**src/rtl/cache_refill_ctrl.sv**
```systemverilog
// -----------------------------------------------------------------------------
// cache_refill_ctrl
//
// Miss-side engine for the 4-way set-associative cache. It takes one miss at a
// time. A dirty victim line is first written back to memory word by word. The
// missing line is then fetched word by word and written into the data array.
// Last, tag/valid/dirty for the set are committed. The memory side is a
// single-beat request/response bus with at most one read outstanding.
//
// Build option:
//   CACHE_REFILL_CWF_EN  - critical-word-first. The fill starts at the requested
//                          word and wraps around the line. When the macro is
//                          undefined, the fill always starts at word 0. The port
//                          list is the same in both builds.
//
// Ports:
//   clk, rst_n          clock (rising edge); asynchronous active-low reset
//   miss_valid/ready    miss handshake (miss_ready is registered)
//   miss_tag/index/word missing address fields
//   victim_dirty/tag    state of the victim way chosen by the lookup path
//   vic_rd_en/word      victim word read strobe to the data array
//   vic_rd_data         array read data, valid the cycle after vic_rd_en
//   mem_req_*           memory request (we=1 writeback, we=0 fill read)
//   mem_wdata           writeback data
//   mem_rdata_valid/    read data return
//   mem_rdata
//   fill_we/word/data   fill write into the data array
//   tag_we/tag_wr_tag   tag commit (valid=1, dirty=0)
//   crit_valid/data     pulse when the requested word returns
//   done                pulse when the refill is complete
// -----------------------------------------------------------------------------
module cache_refill_ctrl #(
  parameter int CACHE_LINES     = 256,
  parameter int LINE_SIZE_BYTES = 64,
  parameter int TAG_BITS        = 18,
  parameter int DATA_WIDTH      = 32,
  // Derived widths; keep at their defaults.
  parameter int IDX_W           = $clog2(CACHE_LINES),
  parameter int WORDS           = LINE_SIZE_BYTES * 8 / DATA_WIDTH,
  parameter int OFF_W           = $clog2(WORDS)
) (
  input  logic                  clk,
  input  logic                  rst_n,
  input  logic                  miss_valid,
  output logic                  miss_ready,
  input  logic [TAG_BITS-1:0]   miss_tag,
  input  logic [IDX_W-1:0]      miss_index,
  input  logic [OFF_W-1:0]      miss_word,
  input  logic                  victim_dirty,
  input  logic [TAG_BITS-1:0]   victim_tag,
  output logic                  vic_rd_en,
  output logic [OFF_W-1:0]      vic_rd_word,
  input  logic [DATA_WIDTH-1:0] vic_rd_data,
  output logic                  mem_req_valid,
  input  logic                  mem_req_ready,
  output logic                  mem_req_we,
  output logic [31:0]           mem_req_addr,
  output logic [DATA_WIDTH-1:0] mem_wdata,
  input  logic                  mem_rdata_valid,
  input  logic [DATA_WIDTH-1:0] mem_rdata,
  output logic                  fill_we,
  output logic [OFF_W-1:0]      fill_word,
  output logic [DATA_WIDTH-1:0] fill_data,
  output logic                  tag_we,
  output logic [TAG_BITS-1:0]   tag_wr_tag,
  output logic                  crit_valid,
  output logic [DATA_WIDTH-1:0] crit_data,
  output logic                  done
);

`ifdef CACHE_REFILL_CWF_EN
  localparam bit CWF_EN = 1'b1;
`else
  localparam bit CWF_EN = 1'b0;
`endif

  localparam logic [OFF_W-1:0] LAST_OFF = OFF_W'(WORDS - 1);

  typedef enum logic [2:0] {
    IDLE,
    WB_RD,
    WB_REQ,
    FILL_REQ,
    FILL_WAIT,
    COMMIT
  } state_e;

  state_e                state_q, state_d;
  logic                  miss_ready_q;
  logic [OFF_W-1:0]      cnt_q;       // current word offset
  logic [OFF_W-1:0]      beat_q;      // fill beats completed, independent of offset
  logic [TAG_BITS-1:0]   tag_q;
  logic [IDX_W-1:0]      idx_q;
  logic [OFF_W-1:0]      word_q;
  logic [TAG_BITS-1:0]   vtag_q;
  logic [DATA_WIDTH-1:0] wdata_q;
  logic                  wb_first_q;  // first WB_REQ cycle: array data is live on vic_rd_data

  logic accept;
  logic last_word;
  logic last_beat;

  // Offset of the first fill beat for a given requested word.
  function automatic logic [OFF_W-1:0] fill_start(input logic [OFF_W-1:0] w);
    return CWF_EN ? w : '0;
  endfunction

  assign accept    = (state_q == IDLE) && miss_valid && miss_ready_q;
  assign last_word = (cnt_q == LAST_OFF);
  assign last_beat = (beat_q == LAST_OFF);
  assign miss_ready = miss_ready_q;

  // ---------------------------------------------------------------------------
  // State register
  // ---------------------------------------------------------------------------
  // NOTE: sequential state uses non-blocking assignments so all flops update
  // together on the edge regardless of process evaluation order.
  always_ff @(posedge clk or negedge rst_n) begin
    if (!rst_n) state_q <= IDLE;
    else        state_q <= state_d;
  end

  // ---------------------------------------------------------------------------
  // Next-state logic
  // ---------------------------------------------------------------------------
  // NOTE: every combinational output gets a default before the case so no
  // path leaves it unassigned (which would infer a latch).
  always_comb begin
    state_d = state_q;
    unique case (state_q)
      IDLE:      if (accept) state_d = victim_dirty ? WB_RD : FILL_REQ;
      WB_RD:     state_d = WB_REQ;
      WB_REQ:    if (mem_req_ready) state_d = last_word ? FILL_REQ : WB_RD;
      FILL_REQ:  if (mem_req_ready) state_d = FILL_WAIT;
      FILL_WAIT: if (mem_rdata_valid) state_d = last_beat ? COMMIT : FILL_REQ;
      COMMIT:    state_d = IDLE;
      default:   state_d = IDLE;
    endcase
  end

  // ---------------------------------------------------------------------------
  // Datapath registers
  // ---------------------------------------------------------------------------
  always_ff @(posedge clk or negedge rst_n) begin
    if (!rst_n) begin
      miss_ready_q <= 1'b0;
      cnt_q        <= '0;
      beat_q       <= '0;
      tag_q        <= '0;
      idx_q        <= '0;
      word_q       <= '0;
      vtag_q       <= '0;
      wdata_q      <= '0;
      wb_first_q   <= 1'b0;
    end else begin
      miss_ready_q <= (state_d == IDLE);
      unique case (state_q)
        IDLE: begin
          if (accept) begin
            tag_q  <= miss_tag;
            idx_q  <= miss_index;
            word_q <= miss_word;
            vtag_q <= victim_tag;
            beat_q <= '0;
            // Writeback always walks the whole line from word 0.
            cnt_q  <= victim_dirty ? '0 : fill_start(miss_word);
          end
        end
        WB_RD: wb_first_q <= 1'b1;
        WB_REQ: begin
          // Hold the word locally; the array only drives it for one cycle.
          if (wb_first_q) begin
            wdata_q    <= vic_rd_data;
            wb_first_q <= 1'b0;
          end
          if (mem_req_ready) cnt_q <= last_word ? fill_start(word_q) : cnt_q + OFF_W'(1);
        end
        FILL_WAIT: begin
          if (mem_rdata_valid) begin
            cnt_q  <= cnt_q + OFF_W'(1);
            beat_q <= beat_q + OFF_W'(1);
          end
        end
        default: ;
      endcase
    end
  end

  // ---------------------------------------------------------------------------
  // Outputs
  // ---------------------------------------------------------------------------
  always_comb begin
    vic_rd_en     = 1'b0;
    vic_rd_word   = '0;
    mem_req_valid = 1'b0;
    mem_req_we    = 1'b0;
    mem_req_addr  = '0;
    mem_wdata     = '0;
    fill_we       = 1'b0;
    fill_word     = '0;
    fill_data     = '0;
    tag_we        = 1'b0;
    tag_wr_tag    = '0;
    crit_valid    = 1'b0;
    crit_data     = '0;
    done          = 1'b0;
    unique case (state_q)
      WB_RD: begin
        vic_rd_en   = 1'b1;
        vic_rd_word = cnt_q;
      end
      WB_REQ: begin
        mem_req_valid = 1'b1;
        mem_req_we    = 1'b1;
        mem_req_addr  = {vtag_q, idx_q, cnt_q, 2'b00};
        mem_wdata     = wb_first_q ? vic_rd_data : wdata_q;
      end
      FILL_REQ: begin
        mem_req_valid = 1'b1;
        mem_req_addr  = {tag_q, idx_q, cnt_q, 2'b00};
      end
      FILL_WAIT: begin
        fill_word = cnt_q;
        if (mem_rdata_valid) begin
          fill_we   = 1'b1;
          fill_data = mem_rdata;
          if (cnt_q == word_q) begin
            crit_valid = 1'b1;
            crit_data  = mem_rdata;
          end
        end
      end
      COMMIT: begin
        tag_we     = 1'b1;
        tag_wr_tag = tag_q;
        done       = 1'b1;
      end
      default: ;
    endcase
  end

endmodule

```
**config.mk**
```make
export PLATFORM = sky130hd
export DESIGN_NAME = cache_refill_ctrl
export DESIGN_NICKNAME = d
export VERILOG_FILES = /design/src/rtl/cache_refill_ctrl.sv
export SDC_FILE = /design/constraint.sdc
export NUM_CORES = 1
export LEC_CHECK = 0
export BUFFER_PORTS_ARGS = -buffer_cell sky130_fd_sc_hd__buf_2
export CAP_MARGIN = 20
export CORE_MARGIN = 5
export CORE_UTILIZATION = 42
export CTS_BUF_LIST = sky130_fd_sc_hd__clkbuf_4 sky130_fd_sc_hd__clkbuf_8
export DETAILED_ROUTE_END_ITERATION = 10
export HOLD_SLACK_MARGIN = 0.02
export PLACE_DENSITY = 0.78
export SETUP_SLACK_MARGIN = 0.1
export SYNTH_ARGS = -nofsm -noshare
export SYNTH_HDL_FRONTEND = slang
export SYNTH_SLANG_ARGS = --single-unit
```
**constraint.sdc**
```tcl
create_clock -name clk -period 3.6 [get_ports clk]
set_input_delay 0.9 -clock clk [delete_from_list [all_inputs] [get_ports clk]]
set_output_delay 0.9 -clock clk [all_outputs]
set_load 0.01 [all_outputs]
```
==> results.py, run 1 <==
metrics = {
    "setup_path": {
        "r2r_cells": 6,
        "path_class": "flop to output port",
        "critPathMaxFanout": 34,
        "r2r-start": "state_q[1]$_DFF_PN0_",
        "r2r_slack_ps": 740,
        "critPathLaunch": "state_q[1]$_DFF_PN0_",
        "rr_endpoint": "wdata_q[23]$_DFFE_PN0P_",
        "cp.arrival_ps": 2360,
        "cp-start-kind": "flop",
        "cp-end-kind": "output port",
        "cp.required_ps": 2700,
        "crit_path_end": "mem_wdata[6]",
    },
    "layout": {
        "regArea_um2": 2330,
        "layout.nets": 954,
        "fill_cells": 1145,
        "finalNonFillerCells": 1011,
        "multi_input_area_um2": 2780,
        "syn2layout_area_growth_pct": 32.4,
        "drive_gt1_share_pct": 41.4,
        "final_util_pct": 56.3,
        "antenna_cells": 0,
        "postLayoutCellArea_um2": 7080,
    },
    "clocking": {
        "cts_tree": "built",
        "cts.path.max_buffers": 2,
        "cts.root.buffer_cell": "clkbuf_8",
        "cts_setup_buffers": 0,
        "cts_buffers": 9,
        "htree_levels": 3,
        "clk_latency_ps": 360,
        "cts_resized": 0,
        "clk_pin_slew_ps": 90,
        "clock_sinks": 93,
        "holdBufCountCts": 0,
    },
    "synthesis": {
        "synth_ff_type": "dfrtp_1",
        "netlist_instances": 580,
        "async_reset_ff_share_pct": 100,
        "syn-mean-instance-area_um2": 9.22,
        "yosysSeqAreaShare_pct": 43.5,
        "yosys_register_bits": 93,
        "syn_area_um2": 5350,
        "ys_warn_count": 0,
        "synth.distinct_cells": 45,
        "synth_edf_count": 0,
    },
    "floorplan": {
        "die_width_um": 123,
        "rows": 41,
        "coreArea_um2": 12600,
        "io_pins": 280,
        "start_util_pct": 42.5,
        "die_h_um": 123,
        "die_area_um2": 15100,
    },
    "timing": {
        "slew_violations": 0,
        "max_slew.worst_pin.slew_ps": 728,
        "rsz0062_at_grt": "no",
        "setup_violations": 0,
        "max_freq_mhz": 307,
        "slew-limit-headroom_pct": 51.1,
        "tns_ps": 0,
        "hold_viol_final": 0,
        "holdWs_ps": 362,
        "timing.final.crit_share_pct": 90.5,
        "finalClockSkew_ps": 13.7,
        "post-route-min-period_ps": 3260,
    },
    "pwr": {
        "ir_worst_vdd_mv": 0.308,
        "p_switching_mw": 1.95,
        "intPower_mw": 3.13,
        "p_leak_nw": 4.07,
        "p_sw_share_pct": 38.3,
        "power_frac_seq_pct": 37.1,
        "p_per_area_nw_per_um2": 717,
        "share_clk_of_total_power_pct": 16.6,
        "p_comb_share_pct": 46.4,
    },
    "route": {
        "antenna_left": 0,
        "num_vias": 4795,
        "drt_iter0_markers": 238,
        "routed_via_density": 4.74,
        "drc": 0,
        "wl_mm": 15.5,
        "post_drt_wl_per_cell_um": 15.4,
        "firstDrtPassIters": 4,
    },
    "placement": {
        "dpl.cell_count": 994,
        "globalplace.congestion": 0.795,
        "dp_hpwl_mm": 11.6,
        "io_buffer_count": 277,
        "dpl_cell_area_um2": 6800,
    },
    "global_route": {
        "antenna_found_initial": 0,
        "grt.met1_usage_pct": 27.3,
        "grt_busiest_layer": "met2",
        "grt.total_usage_pct": 19.4,
        "gr-total-overflow": 0,
        "grt_pass1_wl_mm": 23.3,
        "grt_pass1_vias": 4561,
        "use_met2_pct": 30.1,
        "grt_max_degree": 82,
        "met3_usage_pct": 5.02,
    },
    "status": {
        "run_status": "complete, no violations",
    },
    "min_path": {
        "hp-class": "input pin to async pin",
    },
    "run": {
        "cap_violations": 0,
    },
}
-- cells in the final DEF (no fill, tap or decap), types with 2 or more instances in the layout --
| master | Yosys | final |
|---|---|---|
| a211oi_1 | 2 | 2 |
| a21o_1 | 2 | 2 |
| a21oi_1 | 2 | 2 |
| and2_1 | 98 | 98 |
| and3_1 | 4 | 4 |
| buf_2 | 6 | 276 |
| buf_4 | 4 | 8 |
| bufinv_16 | 0 | 3 |
| clkbuf_8 | 0 | 10 |
| clkinvlp_4 | 0 | 2 |
| conb_1 | 1 | 2 |
| dfrtp_1 | 93 | 92 |
| ha_1 | 2 | 2 |
| inv_2 | 2 | 2 |
| mux2_2 | 3 | 3 |
| mux2_4 | 30 | 30 |
| mux2i_1 | 50 | 50 |
| nand2_1 | 151 | 151 |
| nand3_1 | 5 | 5 |
| nand4_1 | 3 | 3 |
| nor2_1 | 58 | 58 |
| o211ai_1 | 2 | 2 |
| o21ai_0 | 2 | 2 |
| xnor2_1 | 5 | 5 |
| xor2_1 | 2 | 2 |
-- through the flow --
| stage | total power, mW | worst slack (ps) |
|---|---|---|
| floorplan | 3.53 | 1120 |
| global placement | 4.20 | 826 |
| detailed placement | 4.26 | 724 |
| CTS | 5.13 | 301 |
| global route | 5.47 | 123 |
| finish | 5.08 | 341 |
-- state kept, by name, summed over array words and instances (netlist names) --
register / cells
beat_q: 4
cnt_q: 4
idx_q: 8
miss_ready: 1
state_q: 3
tag_q: 18
vtag_q: 18
wb_first_q: 1
wdata_q: 32
word_q: 4
-- cell usage after synthesis, drive strengths merged, types with 2 or more instances --
cell / n / area share, %
nand2: 152 / 11
xnor2: 5 / 0.82
a211oi: 2 / 0.28
mux2: 33 / 9.1
buf: 17 / 2.5
and2: 99 / 12
nand3: 5 / 0.47
a21o: 2 / 0.28
nand4: 3 / 0.35
inv: 3 / 0.21
clkbuf: 27 / 1.9
o21ai: 2 / 0.19
mux2i: 50 / 9.4
nand2b: 2 / 0.42
ha: 2 / 0.47
nor2: 58 / 4.1
o211ai: 2 / 0.28
dfrtp: 93 / 44
and3: 4 / 0.47
a21oi: 2 / 0.19
xor2: 2 / 0.33
-- power groups by stage --
stage          sequential (mW)  clock, mW  combinational (mW)
2_1_floorplan             1.73          0                1.81
3_3_place_gp              1.87          0                2.33
3_5_place_dp              1.90          0                2.37
4_1_cts                   1.88      0.872                2.38
5_1_grt                   1.95      0.912                2.60
6_report                  1.88      0.842                2.35
-- cell type report --
cell class | instances | area share, %
inverters | 4 | 0.212
clock buffers | 10 | 1.94
well taps | 172 | 3.04
clock inverters | 6 | 1.56
repair buffers | 286 | 21.0
multi-input cells | 440 | 39.3
flip-flops and latches | 93 | 32.9
-- logic make-up after synthesis --
logic type / count (synthesis) / synth area share, %
flops: 93 / 43.5
mux: 83 / 18.4
other cells: 1 / 0.0701
buf+inv: 48 / 4.70
xor+xnor: 7 / 1.15
fa+ha+maj: 2 / 0.468
simple gates: 331 / 29.6
compound gates: 15 / 2.08
-- routing by layer --
layer  routed length, µm  vias up
li1                    -     2353
met1                7020     2258
met2                7170      169
met3                1170       15
met4                 184        0
met5                   0        -
-- worst min path at each step --
stage | cells past startpoint | start | end
2_1_floorplan | 2 | idx_q[0]$_DFFE_PN0P_ | idx_q[0]$_DFFE_PN0P_
3_3_place_gp | 2 | idx_q[5]$_DFFE_PN0P_ | idx_q[5]$_DFFE_PN0P_
3_5_place_dp | 2 | idx_q[1]$_DFFE_PN0P_ | idx_q[1]$_DFFE_PN0P_
4_1_cts | 2 | idx_q[1]$_DFFE_PN0P_ | idx_q[1]$_DFFE_PN0P_
5_1_grt | 1 | rst_n | wdata_q[2]$_DFFE_PN0P_
6_report | 1 | rst_n | wdata_q[2]$_DFFE_PN0P_
-- critical path, stage by stage (launching register included) --
cell and delay [ps]:
dfrtp_1 630, nand2b_4 260, inv_2 300, nand2b_2 440, nor2_1 230, buf_2 150
Note: power is estimated with default switching activity, not from simulation.
==> inputs of run 2 (changes only) <==
- CTS_CLUSTER_DIAMETER: unset -> 200
- MAX_ROUTING_LAYER: unset -> met4
==> run 2 against run 1 <==
Against the previous run: setup slack improved by 47 ps; maximum frequency is 1.5% higher; power decreased by 0.13%; clock-buffer cell count unchanged; largest power group unchanged.
==> results.py, run 2 (same netlist as run 1, synthesis figures left out) <==
metrics = {
    "setup_path": {
        "path_class": "flop to output port",
        "r2r-start": "state_q[1]$_DFF_PN0_",
        "r2r_slack_ps": 790,
        "crit_path_cell_trace": "nand2b_4 > inv_2 > nand2b_2 > nor2_1 > buf_2",
        "crit_buf_inv": 2,
        "r2r_cells": 6,
        "cp_slowest_cell": "dfrtp_1",
        "cp-start-kind": "flop",
        "cp.required_ps": 2700,
        "cp.arrival_ps": 2310,
        "worst_path_largest_cell_delay_ps": 630,
        "path_delay_family": "simple AND/OR/NAND/NOR gates",
        "critPathMaxFanout": 34,
        "cp-end-kind": "output port",
        "rr_endpoint": "wdata_q[23]$_DFFE_PN0P_",
    },
    "layout": {
        "top_register": "wdata_q",
        "final_util_pct": 56.3,
        "antenna_cells": 0,
        "final_common_cell": "buf_2",
        "drive_gt1_share_pct": 41.4,
        "syn2layout_area_growth_pct": 32.4,
        "layout.nets": 954,
        "final_cell_mix": "buf_2, nand2_1, and2_1, dfrtp_1, nor2_1",
        "largest_reg_flops": 32,
        "top_regs": "wdata_q: 32 flops, tag_q: 18 flops, vtag_q: 18 flops",
        "finalNonFillerCells": 1011,
    },
    "timing": {
        "max_freq_mhz": 311,
        "slew-limit-headroom_pct": 50.5,
        "hold_viol_final": 0,
        "setup_violations": 0,
        "finalClockSkew_ps": 14.1,
        "post-route-min-period_ps": 3210,
        "rsz0062_at_grt": "no",
        "max_slew.worst_pin.slew_ps": 742,
        "tns_ps": 0,
        "slew_violations": 0,
        "timing.final.crit_share_pct": 89.2,
    },
    "clocking": {
        "cts.root.buffer_cell": "clkbuf_8",
        "cts_buffers": 9,
        "holdBufCountCts": 0,
        "htree_levels": 3,
        "cts.path.max_buffers": 2,
        "clock_sinks": 93,
        "clk_pin_slew_ps": 90,
        "cts_resized": 0,
        "cts_setup_buffers": 0,
        "clk_latency_ps": 360,
        "cts_tree": "built",
    },
    "placement": {
        "io_buffer_count": 277,
        "globalplace.congestion": 0.807,
        "dp_hpwl_mm": 11.6,
        "dpl.cell_count": 994,
    },
    "route": {
        "wl_mm": 15.5,
        "num_vias": 4781,
        "firstDrtPassIters": 4,
        "routed_via_density": 4.73,
        "post_drt_wl_per_cell_um": 15.3,
        "antenna_left": 0,
        "drt_iter0_markers": 233,
        "drc": 0,
    },
    "floorplan": {
        "die_h_um": 123,
        "die_width_um": 123,
        "io_pins": 280,
        "start_util_pct": 42.5,
        "rows": 41,
        "coreArea_um2": 12600,
        "die_area_um2": 15100,
    },
    "pwr": {
        "p_switching_mw": 1.94,
        "p_leak_nw": 4.07,
        "p_sw_share_pct": 38.3,
        "ir_worst_vdd_mv": 0.308,
        "share_clk_of_total_power_pct": 16.6,
        "p_comb_share_pct": 46.3,
        "p_per_area_nw_per_um2": 716,
        "finalPower_mw": 5.07,
        "intPower_mw": 3.13,
        "power_frac_seq_pct": 37.1,
    },
    "global_route": {
        "antenna_found_initial": 0,
        "gr-total-overflow": 0,
        "grt_max_degree": 82,
        "grt.total_usage_pct": 20.0,
        "grt_pass1_vias": 4568,
        "grt_pass1_wl_mm": 23.3,
    },
    "run": {
        "cap_violations": 0,
    },
    "status": {
        "run_status": "complete, no violations",
    },
    "min_path": {
        "hp-class": "input pin to async pin",
    },
}
-- run 2: cell counts in the layout (fill, tap and decap cells not counted) --
No cell type changed its count.
-- run 2: worst max path at each step --
stage	endpoint	depth (start not counted)	from	slack (ps)
after floorplan	crit_data[10]	4	mem_rdata_valid	1120
after global placement	fill_data[22]	6	mem_rdata_valid	830
after detailed placement	mem_wdata[6]	5	state_q[1]$_DFF_PN0_	720
after CTS	mem_wdata[6]	5	state_q[1]$_DFF_PN0_	300
after global routing	mem_wdata[13]	5	state_q[1]$_DFF_PN0_	130
final	mem_wdata[6]	5	state_q[1]$_DFF_PN0_	390
-- run 2: area by class of cell --
class                           instances  area [µm²]
Fill cell                            1145        5490
Sequential cell                        93        2330
Inverter                                4        15.0
Clock inverter                          6         110
Timing Repair Buffer                  286        1490
Clock buffer                           10         138
Tap cell                              172         215
Multi-Input combinational cell        440        2780
-- run 2: routing by layer --
layer,vias up,GRT usage [%],wire [µm]
li1,2354,-,-
met1,2250,27.6,7100
met2,167,30.1,7160
met3,10,4.56,1080
met4,0,4.76,140
met5,-,-,0
-- run 2: power groups by stage --
stage / sequential, mW / combinational, mW / clock, mW
3_5_place_dp: 1.90 / 2.37 / 0
4_1_cts: 1.88 / 2.38 / 0.872
5_1_grt: 1.95 / 2.60 / 0.911
3_3_place_gp: 1.87 / 2.33 / 0
6_report: 1.88 / 2.35 / 0.842
2_1_floorplan: 1.73 / 1.81 / 0
-- run 2: metrics by stage --
step,setup WS [ps],hold WS (ps),area (µm²)
after floorplan,1120,437,5350
after global placement,826,449,6800
after detailed placement,724,460,6800
after CTS,301,481,7050
after global routing,126,331,7080
final,388,364,7080
-- run 2: worst reg2reg max path, stage by stage (launching register included) --
cell and delay (ps):
dfrtp_1 630, nand2b_4 260, inv_2 280, nand2b_2 420, inv_2 160, and2_4 540, mux2_2 410
